File: src/rtl/fft_pkg.sv
// Shared definitions for the FFT datapath: sequencer states, FPU opcodes
// and a few float32 bit patterns.
package fft_pkg;

  // Sequencer state encoding for the complex-multiply schedule.
  typedef enum logic [2:0] {
    ST_IDLE = 3'd0,
    ST_M0   = 3'd1,
    ST_M1   = 3'd2,
    ST_M2   = 3'd3,
    ST_M3   = 3'd4,
    ST_S0   = 3'd5,
    ST_S1   = 3'd6,
    ST_DONE = 3'd7
  } state_t;

  // FPU opcodes: bit1 selects the adder, bit0 selects subtract, bit2 unused.
  localparam logic [2:0] FPU_OP_MUL = 3'b000;
  localparam logic [2:0] FPU_OP_ADD = 3'b010;
  localparam logic [2:0] FPU_OP_SUB = 3'b011;

  // Common float32 bit patterns.
  localparam logic [31:0] FP_ZERO = 32'h0000_0000;
  localparam logic [31:0] FP_ONE  = 32'h3F80_0000;

  // Negate a float32 by flipping only its sign bit (+0 becomes -0).
  function automatic logic [31:0] fp_neg(input logic [31:0] x);
    return {~x[31], x[30:0]};
  endfunction

endpackage

File: src/rtl/fpu_cmul_seq.sv
// Complex multiply sequencer: P = A x B (or A x conj(B)) computed with four
// multiplies and two add/sub operations on one external, time-shared FPU.
module fpu_cmul_seq
  import fft_pkg::*;
#(
  parameter int OP_WAIT = 0,    // extra hold cycles per FPU operation, 0..7
  parameter bit CONJ_B  = 1'b0  // 1: use conj(B) (inverse FFT)
) (
  input  logic        clk,
  input  logic        rst_n,
  input  logic        in_valid,
  output logic        in_ready,
  input  logic [31:0] a_re,
  input  logic [31:0] a_im,
  input  logic [31:0] b_re,
  input  logic [31:0] b_im,
  output logic        out_valid,
  input  logic        out_ready,
  output logic [31:0] p_re,
  output logic [31:0] p_im,
  output logic [31:0] fpu_in1,
  output logic [31:0] fpu_in2,
  output logic        fpu_en,
  output logic [2:0]  fpu_opcode,
  input  logic [31:0] fpu_out
);

  state_t      state_reg, state_next;
  logic [2:0]  wait_cnt_reg;
  logic        step_done;
  logic [31:0] a_re_reg, a_im_reg, b_re_reg, b_im_reg;
  logic [31:0] t0_reg, t1_reg, t2_reg, t3_reg;

  // The FPU result is taken on the last cycle of each operation.
  assign step_done = (wait_cnt_reg == 3'(OP_WAIT));

  // Next-state and FPU drive: operands/opcode come straight from registers.
  always_comb begin
    state_next = state_reg;
    in_ready   = 1'b0;
    out_valid  = 1'b0;
    fpu_en     = 1'b0;
    fpu_opcode = FPU_OP_MUL;
    fpu_in1    = FP_ZERO;
    fpu_in2    = FP_ZERO;
    case (state_reg)
      ST_IDLE: begin
        in_ready = 1'b1;
        if (in_valid) state_next = ST_M0;
      end
      ST_M0: begin
        fpu_en  = 1'b1;
        fpu_in1 = a_re_reg;
        fpu_in2 = b_re_reg;
        if (step_done) state_next = ST_M1;
      end
      ST_M1: begin
        fpu_en  = 1'b1;
        fpu_in1 = a_im_reg;
        fpu_in2 = b_im_reg;
        if (step_done) state_next = ST_M2;
      end
      ST_M2: begin
        fpu_en  = 1'b1;
        fpu_in1 = a_re_reg;
        fpu_in2 = b_im_reg;
        if (step_done) state_next = ST_M3;
      end
      ST_M3: begin
        fpu_en  = 1'b1;
        fpu_in1 = a_im_reg;
        fpu_in2 = b_re_reg;
        if (step_done) state_next = ST_S0;
      end
      ST_S0: begin
        fpu_en     = 1'b1;
        fpu_opcode = FPU_OP_SUB;
        fpu_in1    = t0_reg;
        fpu_in2    = t1_reg;
        if (step_done) state_next = ST_S1;
      end
      ST_S1: begin
        fpu_en     = 1'b1;
        fpu_opcode = FPU_OP_ADD;
        fpu_in1    = t2_reg;
        fpu_in2    = t3_reg;
        if (step_done) state_next = ST_DONE;
      end
      ST_DONE: begin
        out_valid = 1'b1;
        if (out_ready) state_next = ST_IDLE;
      end
      default: state_next = ST_IDLE;
    endcase
  end

  // State register; reset aborts any operation in flight.
  always_ff @(posedge clk or negedge rst_n) begin
    if (!rst_n) state_reg <= ST_IDLE;
    else        state_reg <= state_next;
  end

  // Operand latch, wait counter and capture of each FPU result.
  always_ff @(posedge clk or negedge rst_n) begin
    if (!rst_n) begin
      wait_cnt_reg <= 3'd0;
      a_re_reg     <= FP_ZERO;
      a_im_reg     <= FP_ZERO;
      b_re_reg     <= FP_ZERO;
      b_im_reg     <= FP_ZERO;
      t0_reg       <= FP_ZERO;
      t1_reg       <= FP_ZERO;
      t2_reg       <= FP_ZERO;
      t3_reg       <= FP_ZERO;
      p_re         <= FP_ZERO;
      p_im         <= FP_ZERO;
    end else begin
      if (state_reg == ST_IDLE && in_valid) begin
        a_re_reg <= a_re;
        a_im_reg <= a_im;
        b_re_reg <= b_re;
        b_im_reg <= CONJ_B ? fp_neg(b_im) : b_im;
      end
      if (fpu_en) begin
        if (step_done) begin
          wait_cnt_reg <= 3'd0;
          case (state_reg)
            ST_M0:   t0_reg <= fpu_out;
            ST_M1:   t1_reg <= fpu_out;
            ST_M2:   t2_reg <= fpu_out;
            ST_M3:   t3_reg <= fpu_out;
            ST_S0:   p_re   <= fpu_out;
            ST_S1:   p_im   <= fpu_out;
            default: ;
          endcase
        end else begin
          wait_cnt_reg <= wait_cnt_reg + 3'd1;
        end
      end
    end
  end

endmodule

File: config.mk
export PLATFORM = sky130hd
export DESIGN_NAME = fpu_cmul_seq
export DESIGN_NICKNAME = d
export VERILOG_FILES = /design/src/rtl/fft_pkg.sv /design/src/rtl/fpu_cmul_seq.sv
export SDC_FILE = /design/constraint.sdc
export NUM_CORES = 1
export LEC_CHECK = 0
export CORE_ASPECT_RATIO = 1.1
export CORE_MARGIN = 2
export CORE_UTILIZATION = 47
export DETAILED_ROUTE_END_ITERATION = 10
export PLACE_DENSITY = 0.82
export SYNTH_ARGS = -nofsm -noshare
export SYNTH_HDL_FRONTEND = slang
export SYNTH_SLANG_ARGS = --single-unit
File: constraint.sdc
create_clock -name clk -period 2.1 [get_ports clk]
set_clock_uncertainty 0.1 [all_clocks]
set_input_delay 0.21 -clock clk [delete_from_list [all_inputs] [get_ports clk]]
set_output_delay 0.21 -clock clk [all_outputs]
set_load 0.1 [all_outputs]
==> results.py, run 1 <==
metrics = {
    "status": {
        "status": "finished, violations left",
        "failed_checks": "negative setup slack",
    },
    "synth": {
        "synth_seq_area_share": 0.5481,
        "avgSynthCellArea_um2": 13.73,
        "ys_types": 42,
        "ys_ff_latch": 326,
        "yosysWarnings": 0,
        "synth_top_area_cell": "dfrtp_1",
        "synth_cells": 1084,
        "synth_top_area_share": 0.5481,
        "synthesis.nets": 1250,
        "synth_ff_type": "dfrtp_1",
        "postSynth.asyncResetShare": 1.000,
        "yosys-top-cells-area": "dfrtp_1 (55%), mux2_2 (23%), a221oi_1 (3.8%)",
        "synth_edf_count": 0,
        "netlist_area_mm2": 0.01488,
    },
    "drt": {
        "vias_per_cell": 6.162,
        "wl_per_cell_um": 29.66,
        "drt-pass1-iter-count": 5,
        "drtIter0Drc": 929,
        "drt.antenna.violating_nets": 0,
        "vias": 12034,
        "drcViolationCount": 0,
        "finalWirelength_mm": 57.94,
    },
    "placement": {
        "post-dp-hpwl_mm": 29.28,
        "place_area_mm2": 0.02021,
        "gp_congestion": 0.8261,
        "io_buffers": 296,
    },
    "critical_path": {
        "cp_max_fo": 31,
        "crit_arrival_ns": 2.45,
        "start_kind": "register",
        "critPathCaptureType": "output pin",
        "crit_required_ns": 1.79,
        "path_cells": "buf_12 -> buf_4 -> buf_12 -> a221oi_1 -> a31oi_4 -> buf_12",
        "critPathKind": "reg -> out",
        "critPathBufInv": 4,
        "slowest_stage": "a221oi_1",
        "crit_top_cell": "buf_12",
        "critPathLaunch": "state_reg[1]",
        "critPathTopFamily": "compound AO/OA/AOI/OAI gates",
        "rr_startpoint": "state_reg[0]",
        "slowest_delay_ns": 0.64,
    },
    "clock_network": {
        "path_clk_slew_ns": 0.06,
        "cts_root_buffer": "clkbuf_16",
        "clk_path_buf_depth": 3,
        "numCtsBuffers": 36,
        "insertion_delay_ns": 0.53,
        "cts_sinks": 326,
        "cts_tree": "built",
        "h-tree-depth": 2,
    },
    "sta": {
        "hold_slack_ns": 0.08316,
        "fmax_mhz": 362.9,
        "tightest_slew_ns": 0.6877,
        "min_period_ns": 2.755,
        "drv_slew": 0,
        "rsz0062_at_grt": "yes",
        "fin_crit_sh": 1.312,
        "slew_headroom": 0.5415,
        "hold_viol_final": 0,
        "setup_viol": 358,
        "fin_ws_ns": -0.6554,
    },
    "final_layout": {
        "mostFrequentLayoutCell": "dfrtp_1",
        "area_growth_pct": 66.51,
        "final_core_util": 0.7915,
        "layout_common_cells": "dfrtp_1 (323), mux2_2 (231), clkdlybuf4s50_1 (162), buf_4 (114), buf_12 (112)",
        "nets": 1668,
        "final_area_mm2": 0.02478,
        "fill_cells": 1544,
        "drive_gt1_frac": 0.6027,
    },
    "global_route": {
        "grt_max_degree": 76,
        "overflow": 0,
        "grt_usage": 0.3027,
        "grt_pass1_wl_mm": 76.28,
        "antenna_found_initial": 4,
        "grt_pass1_vias": 12439,
    },
    "floorplanning": {
        "die_w_um": 173.7,
        "die_h_um": 190.6,
        "coreArea_mm2": 0.03131,
        "die_area_mm2": 0.03311,
        "rows": 68,
        "start_util": 0.4753,
        "num_io_pins": 298,
    },
    "run": {
        "cap_violations": 0,
    },
    "min_path": {
        "hold_class": "in -> async",
    },
}
[cell families (layout without fill, tap and decap cells)]
group	after synthesis	in the layout	synth area share
and+or+nand+nor	127	127	0.04674
buffers and inverters	90	534	0.03220
adders and majority gates	2	2	0.001681
muxes	385	385	0.2947
DFF	326	326	0.5481
other	1	6	0.0002520
AOI/OAI and AO/OA	153	153	0.07625
[synth_stat cells, types with 3 or more instances]
| cell type | instances |
|---|---|
| nor2b_1 | 5 |
| mux2_2 | 303 |
| or2_2 | 49 |
| mux2_4 | 30 |
| mux2_1 | 3 |
| nand3_1 | 3 |
| a21oi_1 | 15 |
| mux2i_1 | 49 |
| a22oi_1 | 14 |
| dfrtp_1 | 326 |
| buf_4 | 23 |
| nand2b_1 | 3 |
| a221oi_1 | 64 |
| buf_2 | 26 |
| clkbuf_1 | 34 |
| nand2_1 | 50 |
| nor2_1 | 3 |
| buf_6 | 3 |
| a31oi_1 | 49 |
[per-stage QoR]
stage | setup WS (ns) | cells | TNS, ns
CTS | -0.4906 | 1906 | -52.98
global placement | -0.2729 | 1777 | -11.21
finish | -0.6554 | 1953 | -81.83
floorplan | -0.3576 | 1084 | -46.01
global route | -0.6592 | 1951 | -92.99
detailed placement | -0.2972 | 1777 | -15.28
[area by class of cell]
class	count	area [um2]	share of cell area
Antenna cell	5	12.51	0.0005049
Sequential cell	326	8169	0.3296
Multi-Input combinational cell	668	8524	0.3440
Tap cell	420	525.5	0.02121
Inverter	3	12.51	0.0005049
Clock inverter	16	137.6	0.005554
Clock buffer	48	1037	0.04186
Timing Repair Buffer	467	6362	0.2567
[worst paths after layout]
check	endpoint	slack, ns	cells after the start
max	fpu_in2[26]	-0.66	6
min	p_im[9]	0.08	2
min in group clk	b_im_reg[19]	0.19	2
max in group asynchronous	b_re_reg[31]	1.02	3
max reg2reg	p_im[30]	-0.28	8
min reg2reg	p_re[6]	0.40	1
[layer usage]
layer / vias to the layer above / track usage / part of all wire
li1: 4891 / - / -
met1: 6333 / 0.3829 / 0.39
met2: 617 / 0.5265 / 0.51
met3: 193 / 0.04406 / 0.056
met4: 0 / 0.1212 / 0.051
met5: - / 0 / 0
[timing repair]
item / CTS / global route
pin swaps: 54 / 60
resized for setup: 186 / 173
endpoints found under the hold margin: 326 / 0
setup endpoints to repair: 136 / 313
hold buffers: 1 / 0
cloned: 22 / 22
setup buffers: 43 / 22
Power of run 1 is left out: the tool's default activity adds up to more than one toggle a clock period on the data nets, which glitch-free logic cannot reach.
==> inputs of run 2 (changes only) <==
--- a/config.mk
+++ b/config.mk
@@ -5,11 +5,12 @@
 export SDC_FILE = /design/constraint.sdc
 export NUM_CORES = 1
 export LEC_CHECK = 0
-export CORE_ASPECT_RATIO = 1.1
+export CORE_ASPECT_RATIO = 0.7
 export CORE_MARGIN = 2
 export CORE_UTILIZATION = 47
 export DETAILED_ROUTE_END_ITERATION = 10
 export PLACE_DENSITY = 0.82
+export RECOVER_POWER = 25
 export SYNTH_ARGS = -nofsm -noshare
 export SYNTH_HDL_FRONTEND = slang
 export SYNTH_SLANG_ARGS = --single-unit
==> run 2 against run 1 <==
Against the previous run:
- maximum frequency increased by 4.9%
- first-iteration DRC count decreased by 16%
- highest routed layer is now met5
- the flow finishes with violations (max-capacitance violations, max-slew violations, negative setup slack)
- utilization down 5.5 points
- non-clock buffer count fell by 66
- final area decreased by 7.4%
- critical path type unchanged
==> results.py, run 2 (synthesized netlist as in run 1, its figures left out) <==
metrics = {
    "critical_path": {
        "crit_top_cell": "buf_12",
        "crit_required_ns": 1.79,
        "start_kind": "register",
        "crit_arrival_ns": 2.32,
        "reg2reg_slack_ns": -0.07,
        "path_cells": "buf_6 -> nor2b_4 -> buf_12 -> clkbuf_16 -> a221oi_2 -> a31oi_4 -> buf_12",
        "cp_max_fo": 15,
        "critPathKind": "reg -> out",
        "critPathCaptureType": "output pin",
        "slowest_delay_ns": 0.51,
        "slowest_stage": "dfrtp_4",
    },
    "floorplanning": {
        "die_w_um": 216.7,
        "num_io_pins": 298,
        "die_h_um": 152.9,
        "coreArea_mm2": 0.03115,
        "die_area_mm2": 0.03313,
        "start_util": 0.4778,
        "rows": 54,
    },
    "global_route": {
        "grt_pass1_wl_mm": 69.40,
        "antenna_found_initial": 6,
        "grt_usage": 0.2726,
        "grt_pass1_vias": 11509,
        "grt_max_degree": 60,
        "overflow": 0,
    },
    "placement": {
        "post-dp-hpwl_mm": 30.17,
        "io_buffers": 296,
        "dpl.cell_count": 1765,
        "gp_congestion": 0.8624,
        "place_area_mm2": 0.02017,
        "dp_slack_ns": -0.2930,
    },
    "sta": {
        "setup_viol": 159,
        "tightest_slew_ns": 1.679,
        "slew_headroom": -0.1191,
        "fmax_mhz": 380.6,
        "fin_ws_ns": -0.5273,
        "rsz0062_at_grt": "yes",
        "fin_crit_sh": 1.251,
        "drv_slew": 56,
        "hold_viol_final": 0,
        "min_period_ns": 2.627,
    },
    "drt": {
        "drtIter0Drc": 785,
        "finalWirelength_mm": 49.08,
        "drt-pass1-iter-count": 7,
        "drcViolationCount": 0,
        "drt.antenna.violating_nets": 0,
        "vias": 10969,
        "vias_per_cell": 5.831,
        "wl_per_cell_um": 26.09,
    },
    "run": {
        "cap_violations": 1,
    },
    "clock_network": {
        "numCtsBuffers": 34,
        "cts_tree": "built",
        "clk_path_buf_depth": 3,
        "insertion_delay_ns": 0.52,
        "cts_sinks": 326,
        "h-tree-depth": 2,
        "path_clk_slew_ns": 0.06,
        "cts_root_buffer": "clkbuf_16",
    },
    "final_layout": {
        "fill_cells": 1888,
        "drive_gt1_frac": 0.5566,
        "ff_latch_area_mm2": 0.008169,
        "final_cells": 1881,
        "layout_common_cells": "dfrtp_1 (323), mux2_2 (222), clkdlybuf4s50_1 (162), mux2_4 (111), buf_12 (106)",
        "nets": 1600,
        "multi_input_area_mm2": 0.007916,
        "final_core_util": 0.7368,
        "mostFrequentLayoutCell": "dfrtp_1",
        "final_area_mm2": 0.02295,
        "area_growth_pct": 54.19,
    },
    "status": {
        "status": "finished, violations left",
        "failed_checks": "max-capacitance violations, max-slew violations, negative setup slack",
    },
    "min_path": {
        "hold_class": "in -> reg",
    },
}
==> run 2: critical path, delay by kind of cell (launching register included) <==
family | cells | cell delay, ns
buf+inv | 4 | 0.69
compound gates | 2 | 0.45
simple gates | 1 | 0.14
flops | 1 | 0.51
==> run 2: final cells by class <==
cell class / instances / area share
sequential: 326 / 0.3560
timing repair buffer: 401 / 0.2254
clock inverter: 9 / 0.004253
clock buffer: 50 / 0.04553
multi-input combinational: 668 / 0.3450
antenna: 4 / 0.0004362
inverter: 3 / 0.0005452
tap: 420 / 0.02290
==> run 2: metal layers <==
metal	wire (um)	vias to the layer above	track usage
met1	21700	5749	0.3841
met4	1235	2	0.08513
li1	-	4744	-
met2	22600	396	0.4122
met5	16	-	0
met3	3536	78	0.07403
==> run 2: repair_timing <==
item                       CTS  global route
buffers inserted            17            13
resized for setup           66           120
hold endpoints to repair   208             0
setup endpoints to repair   96           291
pin swaps                   15            20
gates cloned                 2            20
hold buffers                 1             0
==> run 2: final timing paths <==
kind | depth (start not counted) | end | startpoint
max | 7 | fpu_in1[22] | state_reg[1]
min | 2 | a_im_reg[31] | a_im[31]
max reg2reg | 7 | b_re_reg[9] | state_reg[2]
min reg2reg | 1 | p_re[5] | p_re[5]
max in group asynchronous | 2 | state_reg[2] | rst_n
min in group asynchronous | 2 | b_im_reg[6] | rst_n
==> run 2: stage by stage <==
stage | setup TNS [ns] | hold slack (ns)
6_report | -33.05 | 0.1962
5_1_grt | -45.31 | 0.1866
4_1_cts | -34.84 | 0.1420
2_1_floorplan | -46.01 | -0.1856
3_3_place_gp | -3.255 | 0.08682
3_5_place_dp | -5.174 | 0.09953
Power of run 2 is left out for the same reason.
